**src/rtl/bram_bus_adapter_pkg.sv**
```systemverilog
// bram_bus_pkg: shared state, byte-enable and read-lane encodings for the BRAM bus adapter.
package bram_bus_pkg;
    typedef enum logic [2:0] {IDLE, ISSUE1, ISSUE2, WAIT, DONE} bram_bus_state_t;
    typedef enum logic [1:0] {SEL_WORD, SEL_LO, SEL_HI, SEL_SPLIT} bram_rd_sel_t;
    localparam logic [1:0] BE_LO   = 2'b01;
    localparam logic [1:0] BE_HI   = 2'b10;
    localparam logic [1:0] BE_WORD = 2'b11;
endpackage

```
**src/rtl/bram_bus_adapter_if.sv**
```systemverilog
// bram_bus_adapter_if: CPU access/ack bus plus the word-addressed RAM port it is converted to.
interface bram_bus_adapter_if #(parameter int words = 8);
    localparam int addr_bits = $clog2(words);
    logic                 cs;
    logic                 access;
    logic                 wr_en;
    logic                 width16;
    logic [addr_bits:0]   addr;
    logic [15:0]          wdata;
    logic [15:0]          rdata;
    logic                 ack;
    logic [addr_bits-1:0] ram_addr;
    logic                 ram_wr_en;
    logic [1:0]           ram_be;
    logic [15:0]          ram_wdata;
    logic [15:0]          ram_q;
    modport master (output cs, access, wr_en, width16, addr, wdata, input rdata, ack);
    modport ram    (input ram_addr, ram_wr_en, ram_be, ram_wdata, output ram_q);
    modport slave  (input cs, access, wr_en, width16, addr, wdata, ram_q,
                    output rdata, ack, ram_addr, ram_wr_en, ram_be, ram_wdata);
endinterface

```
**src/rtl/bram_bus_adapter_lane_steer.sv**
```systemverilog
// bram_lane_steer: byte enables, write-lane replication/swap and read-lane select for one RAM cycle.
module bram_lane_steer
    import bram_bus_pkg::*;
(
    input  logic         i_a0,
    input  logic         i_w16,
    input  logic         i_ph,
    input  logic [15:0]  i_wdata,
    output logic [1:0]   o_be,
    output logic [15:0]  o_wdata,
    output bram_rd_sel_t o_sel
);
    // Split words write the low bus byte into the high lane first, then the high byte into the next word.
    assign o_be    = i_w16 ? (i_a0 ? (i_ph ? BE_LO : BE_HI) : BE_WORD) : (i_a0 ? BE_HI : BE_LO);
    assign o_wdata = i_w16 ? (i_a0 ? {i_wdata[7:0], i_wdata[15:8]} : i_wdata) : {2{i_wdata[7:0]}};
    assign o_sel   = i_w16 ? (i_a0 ? SEL_SPLIT : SEL_WORD) : (i_a0 ? SEL_HI : SEL_LO);
endmodule

```
**src/rtl/bram_bus_adapter.sv**
```systemverilog
// bram_bus_adapter: byte-addressed 8/16-bit access/ack bus to word-addressed byte-enabled RAM port.
module bram_bus_adapter
    import bram_bus_pkg::*;
#(
    parameter int words = 8
) (
    input logic               clk,
    input logic               reset_n,
    bram_bus_adapter_if.slave bus
);
    localparam int addr_bits = $clog2(words);

    bram_bus_state_t    r_state;
    logic               r_wr;
    logic               r_w16;
    logic               r_ph;
    logic [addr_bits:0] r_addr;
    logic [15:0]        r_wdata;
    logic [15:0]        r_rdata;
    logic [7:0]         r_lo;
    logic [1:0]         w_be;
    logic [15:0]        w_wdata;
    logic [15:0]        w_rd;
    bram_rd_sel_t       w_sel;
    logic               w_issue;
    logic               w_split;

    bram_lane_steer u_steer (
        .i_a0    (r_addr[0]),
        .i_w16   (r_w16),
        .i_ph    (r_ph),
        .i_wdata (r_wdata),
        .o_be    (w_be),
        .o_wdata (w_wdata),
        .o_sel   (w_sel)
    );

    assign w_issue = (r_state == ISSUE1) || (r_state == ISSUE2);
    assign w_split = r_w16 & r_addr[0];
    assign w_rd    = (w_sel == SEL_WORD) ? bus.ram_q :
                     (w_sel == SEL_LO)   ? {8'h00, bus.ram_q[7:0]} :
                     (w_sel == SEL_HI)   ? {8'h00, bus.ram_q[15:8]} : {bus.ram_q[7:0], r_lo};

    // RAM outputs come only from latched state; r_ph keeps ram_addr on W+1 after a split.
    assign bus.ram_addr  = r_addr[addr_bits:1] + addr_bits'(r_ph);
    assign bus.ram_wr_en = w_issue & r_wr;
    assign bus.ram_be    = w_issue ? w_be : 2'b00;
    assign bus.ram_wdata = w_wdata;
    assign bus.rdata     = r_rdata;
    assign bus.ack       = (r_state == DONE);

    always_ff @(posedge clk or negedge reset_n) begin
        if (!reset_n) begin
            r_state <= IDLE;
            r_wr    <= 1'b0;
            r_w16   <= 1'b0;
            r_ph    <= 1'b0;
            r_addr  <= '0;
            r_wdata <= '0;
            r_rdata <= '0;
            r_lo    <= '0;
        end else begin
            unique case (r_state)
                IDLE: if (bus.access && bus.cs) begin
                    r_wr    <= bus.wr_en;
                    r_w16   <= bus.width16;
                    r_addr  <= bus.addr;
                    r_wdata <= bus.wdata;
                    r_ph    <= 1'b0;
                    r_state <= ISSUE1;
                end
                ISSUE1: begin
                    r_ph    <= w_split;
                    r_state <= w_split ? ISSUE2 : (r_wr ? DONE : WAIT);
                end
                ISSUE2: begin
                    if (!r_wr) r_lo <= bus.ram_q[15:8];
                    r_state <= r_wr ? DONE : WAIT;
                end
                WAIT: begin
                    r_rdata <= w_rd;
                    r_state <= DONE;
                end
                DONE:    r_state <= IDLE;
                default: r_state <= IDLE;
            endcase
        end
    end
endmodule
```
**src/flat_wrapper.sv**
```systemverilog
// flat-port wrapper written by rule: the top's interface ports become plain ports
module bram_bus_adapter_flat import bram_bus_pkg::*;
#(
    parameter int words = 8
)
  (clk, reset_n, bus_cs, bus_access, bus_wr_en, bus_width16, bus_addr, bus_wdata, bus_ram_q, bus_rdata, bus_ack, bus_ram_addr, bus_ram_wr_en, bus_ram_be, bus_ram_wdata);
  bram_bus_adapter_if #(.words(words)) bus_i ();
  input logic clk;
  input logic reset_n;
  input wire logic [$bits(bus_i.cs)-1:0] bus_cs;
  input wire logic [$bits(bus_i.access)-1:0] bus_access;
  input wire logic [$bits(bus_i.wr_en)-1:0] bus_wr_en;
  input wire logic [$bits(bus_i.width16)-1:0] bus_width16;
  input wire logic [$bits(bus_i.addr)-1:0] bus_addr;
  input wire logic [$bits(bus_i.wdata)-1:0] bus_wdata;
  input wire logic [$bits(bus_i.ram_q)-1:0] bus_ram_q;
  output wire logic [$bits(bus_i.rdata)-1:0] bus_rdata;
  output wire logic [$bits(bus_i.ack)-1:0] bus_ack;
  output wire logic [$bits(bus_i.ram_addr)-1:0] bus_ram_addr;
  output wire logic [$bits(bus_i.ram_wr_en)-1:0] bus_ram_wr_en;
  output wire logic [$bits(bus_i.ram_be)-1:0] bus_ram_be;
  output wire logic [$bits(bus_i.ram_wdata)-1:0] bus_ram_wdata;
  assign bus_i.cs = bus_cs;
  assign bus_i.access = bus_access;
  assign bus_i.wr_en = bus_wr_en;
  assign bus_i.width16 = bus_width16;
  assign bus_i.addr = bus_addr;
  assign bus_i.wdata = bus_wdata;
  assign bus_i.ram_q = bus_ram_q;
  assign bus_rdata = bus_i.rdata;
  assign bus_ack = bus_i.ack;
  assign bus_ram_addr = bus_i.ram_addr;
  assign bus_ram_wr_en = bus_i.ram_wr_en;
  assign bus_ram_be = bus_i.ram_be;
  assign bus_ram_wdata = bus_i.ram_wdata;
  bram_bus_adapter #(.words(words)) u_core (.clk(clk), .reset_n(reset_n), .bus(bus_i));
endmodule
```
**config.mk**
```make
export PLATFORM = sky130hd
export DESIGN_NAME = bram_bus_adapter_flat
export DESIGN_NICKNAME = d
export VERILOG_FILES = /design/src/rtl/bram_bus_adapter_pkg.sv /design/src/rtl/bram_bus_adapter_if.sv /design/src/rtl/bram_bus_adapter_lane_steer.sv /design/src/rtl/bram_bus_adapter.sv /design/src/flat_wrapper.sv
export SDC_FILE = /design/constraint.sdc
export NUM_CORES = 1
export LEC_CHECK = 0
export ABC_CLOCK_PERIOD_IN_PS = 2750
export BUFFER_PORTS_ARGS = -buffer_cell sky130_fd_sc_hd__clkbuf_2
export CAP_MARGIN = 40
export CORE_MARGIN = 2
export CORE_UTILIZATION = 40
export DETAILED_ROUTE_END_ITERATION = 7
export GPL_ROUTABILITY_DRIVEN = 1
export GPL_TIMING_DRIVEN = 1
export PLACE_DENSITY = 0.66
export SLEW_MARGIN = 20
export SYNTH_ARGS = -nofsm -noshare
export SYNTH_HDL_FRONTEND = slang
export SYNTH_SLANG_ARGS = --single-unit
```
**constraint.sdc**
```tcl
create_clock -name clk -period 2.75 [get_ports clk]
set_input_delay 0.1375 -clock clk [delete_from_list [all_inputs] [get_ports clk]]
set_output_delay 0.1375 -clock clk [all_outputs]
set_load 0.03 [all_outputs]
```
Yosys cells after proc, flatten, opt, wreduce, memory -nomap -nowiden
Cells that the tools add are included.

storage, ports and cells
  register bits after elaboration = 50
  logic and storage cells = 45
  output and inout bits = 39
  bits of input ports = 42

cells by class
  equality and inequality tests = 7
  reductions and logical operators = 8
  bitwise operators = 3
  mux-type cells = 18
  add/sub/neg operators = 1

operator list
  kind                count
  $mux 16             5
  $mux 2              7
  $pmux 3 s4          1
  $mux 3              3
  $eq 3x2->1 const B  2
  $reduce_and 2->1    3
  $add 3x1->3         1
  $eq 3x1->1 const B  1
  $eq 3x3->1 const B  1
  $logic_not 3->1     1
  $and 1x1->1         2
  $eq 2x1->1 const B  1
  $eq 2x2->1 const B  1
  $logic_not 2->1     1
  $ne 2x1->1 const B  1
  $pmux 1 s2          1
  $reduce_bool 2->1   1
  $logic_and 1x1->1   1
  $logic_or 1x1->1    1
  $mux 1              1
  $not 1->1           1

Longest topological paths before layout
  depth in word-level cells = 6
  depth in mapped cells = 6
  gate-level depth less buffers = 3

Modules after synthesis
Synthesis repeated with hierarchy kept, for this count alone.

unflattened totals
  cell total of the unflattened synthesis = 209
  area, all modules = 2542.4 µm²

by module, submodules not included
  module            area an instance (µm²)  instances  cells an instance
  bram_bus_adapter  2278.4                  1          186
  bram_lane_steer   264.0                   1          23

Worst setup path before layout
OpenSTA, ideal clock, no wires.

  path kind = register to output
  start = register u_core.r_w16
  end = output port bus_ram_be[1]
  arrival = 1.661 ns
  buffers on the path = 2
  slack = 0.951 ns
  cell stages (with the launch flop) = 5
  cells stage by stage = dfrtp_1 and2_1 buf_2 buf_2 a211oi_1

on the way
  word-level cells in the longest chain between the ends = 2

RTL lines
  element                 line                               source
  start, declared         bram_bus_adapter.sv:15             logic r_w16;
  start signal, assigned  bram_bus_adapter.sv:66             r_w16 <= bus.width16;
  $mux 2                  bram_bus_adapter_lane_steer.sv:14  assign o_be = i_w16 ? (i_a0 ? (i_ph ? BE_LO : BE_HI) : BE_WORD) : (i_a0 ? BE_HI : BE_LO);
  $mux 2                  bram_bus_adapter.sv:47             assign bus.ram_be = w_issue ? w_be : 2'b00;
  end, declared           flat_wrapper.sv:21                 output wire logic [$bits(bus_i.ram_be)-1:0] bus_ram_be;

Every way passes these cells.

Final worst setup path
  start = register u_core.r_w16
  end = output port bus_ram_wdata[6]

on the way
  word-level cells in the longest chain between the ends = 1

RTL lines
  element        line                               source
  $mux 16        bram_bus_adapter_lane_steer.sv:15  assign o_wdata = i_w16 ? (i_a0 ? {i_wdata[7:0], i_wdata[15:8]} : i_wdata) : {2{i_wdata[7:0]}};
  end, declared  flat_wrapper.sv:22                 output wire logic [$bits(bus_i.ram_wdata)-1:0] bus_ram_wdata;

Every way passes these cells.

==> run_results.csv <==
group,metric,value,unit
clock_tree,cts_buffer_depth,2,
sta,finalClockSkew,0.0103,ns
route,ant_nets,0,
route,drc,0,
sta,max_freq,481,MHz
worst_setup_path,rr_startpoint,"u_core.r_state[2]",
synth,syn_avg_cell_area,11.2,um^2
worst_setup_path,path_cells,"and2_1 > nand2_1 > nand2_1 > clkbuf_2",
cells_and_area,n_fill_cell,568,
worst_setup_path,worstPathMaxFanout,19,
worst_setup_path,cp.arrival,1.94,ns
cells_and_area,final_common_cell,"clkbuf_2",
cells_and_area,antenna_cells,0,
grt,antenna_found_initial,0,
worst_setup_path,critPathLaunchType,"register",
clock_tree,cts_sinks,50,
sta,fin_crit_sh,75.6,%
synth,synth_top_family_by_area,"multiplexers",
sta,layout_min_cycle_time,2.08,ns
cells_and_area,areaGrowthSynthToFinish,23.4,%
floorplanning,dieHeight,82.6,um
synth,synth_compound_area_share,11.7,%
sta,slew_violations,0,
grt,grt-ovfl-total,0,
synth,netlist_instances,220,
synth,syn_nets,264,
synth,ys_ff_latch,50,
power_and_ir_drop,leakage,0.00154,uW
synth,synth_cell_types,28,
clock_tree,post_cts.repair.setup_buffers,0,
grt,grt_max_degree,29,
synth,synth-xor-area-share,0.355,%
route,first_pass_iters,4,
synth,syn_area,2470,um^2
synth,synthAdderAreaFrac,1.01,%
run,maxCapViolations,0,
worst_setup_path,cp_common_cell,"nand2_1",
power_and_ir_drop,ir_drop,0.646,mV
floorplanning,die-area,6820,um^2
sta,setup_tns,0,ns
clock_tree,clk_pin_slew,0.09,ns
floorplanning,die_w,82.6,um
status,status,"complete, no violations",
worst_setup_path,crit_type,"register to primary output",
placement,place_area,2930,um^2
worst_setup_path,cp-startpoint,"u_core.r_w16",
floorplanning,core-area,5960,um^2
worst_setup_path,end_kind,"primary output",
synth,yosys.area_share.simple,11.1,%
sta,tightest_slew,0.766,ns
clock_tree,htree_levels,2,
placement,place.gp.congestion,0.760,
sta,report.final.hold_viol_count,0,
placement,io_buffers,80,
cells_and_area,final_core_util,51.2,%
worst_setup_path,slowest_stage,"and2_1",
worst_setup_path,crit_family,"simple AND/OR/NAND/NOR gates",
cells_and_area,design_area,3050,um^2
cells_and_area,nets,343,
cells_and_area,layout-drive-gt1-share,45.3,%
worst_setup_path,cp_slowest_stage_delay,0.69,ns
grt,grt_pass1_wl,8740,um
sta,timing.slew.headroom,48.9,%
clock_tree,cts_tree,"done",
min_path,min_path_type,"input pin to register",
placement,hpwl,4060,um
grt,grt.total_usage,17.1,%
synth,ys_seq_area_share,50.7,%
route,viasPerCell,5.06,
floorplanning,initial_core_util,41.5,%
grt,grt_pass1_vias,1877,
clock_tree,numCtsBuffers,5,
route,finalWirelength,5440,um
worst_setup_path,worstPathRequired,2.61,ns
synth,yosysWarnings,0,
worst_setup_path,crit_buf_inv,1,
min_path,min_from,"bus_wdata[7]",
route,drtIter0Drc,86,
sta,setup_viol,0,
floorplanning,rows,28,
synth,synth.area.mux_share,20.6,%
sta,rsz0062_at_grt,"false",
route,vias,1899,
clock_tree,clk_latency,0.30,ns
power_and_ir_drop,power-per-cell-area,1320,nW/um^2
clock_tree,root_buffer,"clkbuf_8",
cells_and_area,final_cell_mix,"clkbuf_2, dfrtp_1, mux2_2, nand2_1, nor2_1",
route,routedWlPerCell,14.5,um
floorplanning,pin_count,81,
==> stage by stage <==
stage,std cells,hold WS [ns],power (uW),setup WS (ns)
final,375,0.0697,4020,0.672
after global routing,375,0.0506,4310,0.469
after CTS,375,0.0568,4070,0.647
after detailed placement,366,0.0596,3550,0.987
after global placement,365,0.351,3500,0.997
after floorplan,220,-0.158,3010,0.951
==> sequential cells by signal, summed over array words and instances, names as in the netlist <==
register,count
u_core.bus.rdata,16
u_core.r_addr,4
u_core.r_lo,8
u_core.r_ph,1
u_core.r_state,3
u_core.r_w16,1
u_core.r_wdata,16
u_core.r_wr,1
==> metal layers <==
layer,track usage [%],wire length (um)
met3,3.80,238
met5,0,0
met2,27.7,2780
met1,22.9,2380
met4,5.41,40
==> what timing repair did <==
action                    4_1_cts  5_1_grt
hold buffers                    1        0
resized for setup               0        0
hold endpoints to repair       11        0
==> cells by family (layout without fill, tap and decap cells) <==
kind of cell             Yosys count  after routing
adder cells (fa/ha/maj)            2              2
multiplexers                      46             46
AO/OA/AOI/OAI                     43             43
flip-flops                        50             50
buffers and inverters             18             98
AND/OR/NAND/NOR                   60             60
XOR/XNOR                           1              1
==> worst paths after layout <==
path	end	slack, ns	cells past startpoint
worst max-delay path	bus_ram_wdata[6]	0.67	4
worst min-delay path	u_core.r_wdata[7]	0.07	2
worst max register to register	u_core.bus.rdata[6]	0.97	4
worst min register to register	u_core.bus.rdata[5]	0.48	1
max in group asynchronous	u_core.bus.rdata[10]	1.99	3
min in group asynchronous	u_core.r_wdata[1]	0.28	2
==> final cells by class <==
| type | instances | area (um^2) | share of cell area [%] |
|---|---|---|---|
| sequential | 50 | 1250 | 41.1 |
| multi-input combinational | 152 | 1110 | 36.3 |
| timing repair buffer | 89 | 483 | 15.9 |
| tap | 75 | 93.8 | 3.08 |
| clock buffer | 5 | 68.8 | 2.26 |
| clock inverter | 3 | 40.0 | 1.31 |
| inverter | 1 | 3.75 | 0.123 |
==> power by group <==
part	switching [uW]	internal [uW]	leakage, uW	total [uW]
logic	1310	823	0.000865	2130
registers	299	1080	0.000613	1380
clock network	235	268	0.0000579	503
total	1850	2170	0.00154	4020
==> synth_stat cells (all sizes together) <==
library cell	instances	area (um^2)
nand2	36	135
a21oi	5	25.0
o31ai	1	7.51
and2	2	12.5
inv	1	3.75
xor2	1	8.76
or3	1	6.26
a211oi	9	67.6
nand2b	2	12.5
dfrtp	50	1250
ha	2	25.0
a32oi	1	8.76
nor2b	1	6.26
a22oi	8	60.1
nand3b	1	7.51
a21o	10	75.1
buf	12	90.1
and4b	1	10.0
mux2	38	428
mux2i	8	80.1
o21ai	9	45.0
nor4b	1	23.8
nand3	2	10.0
clkbuf	5	18.8
nor2	13	51.3
(Power assumes the default switching activity.)
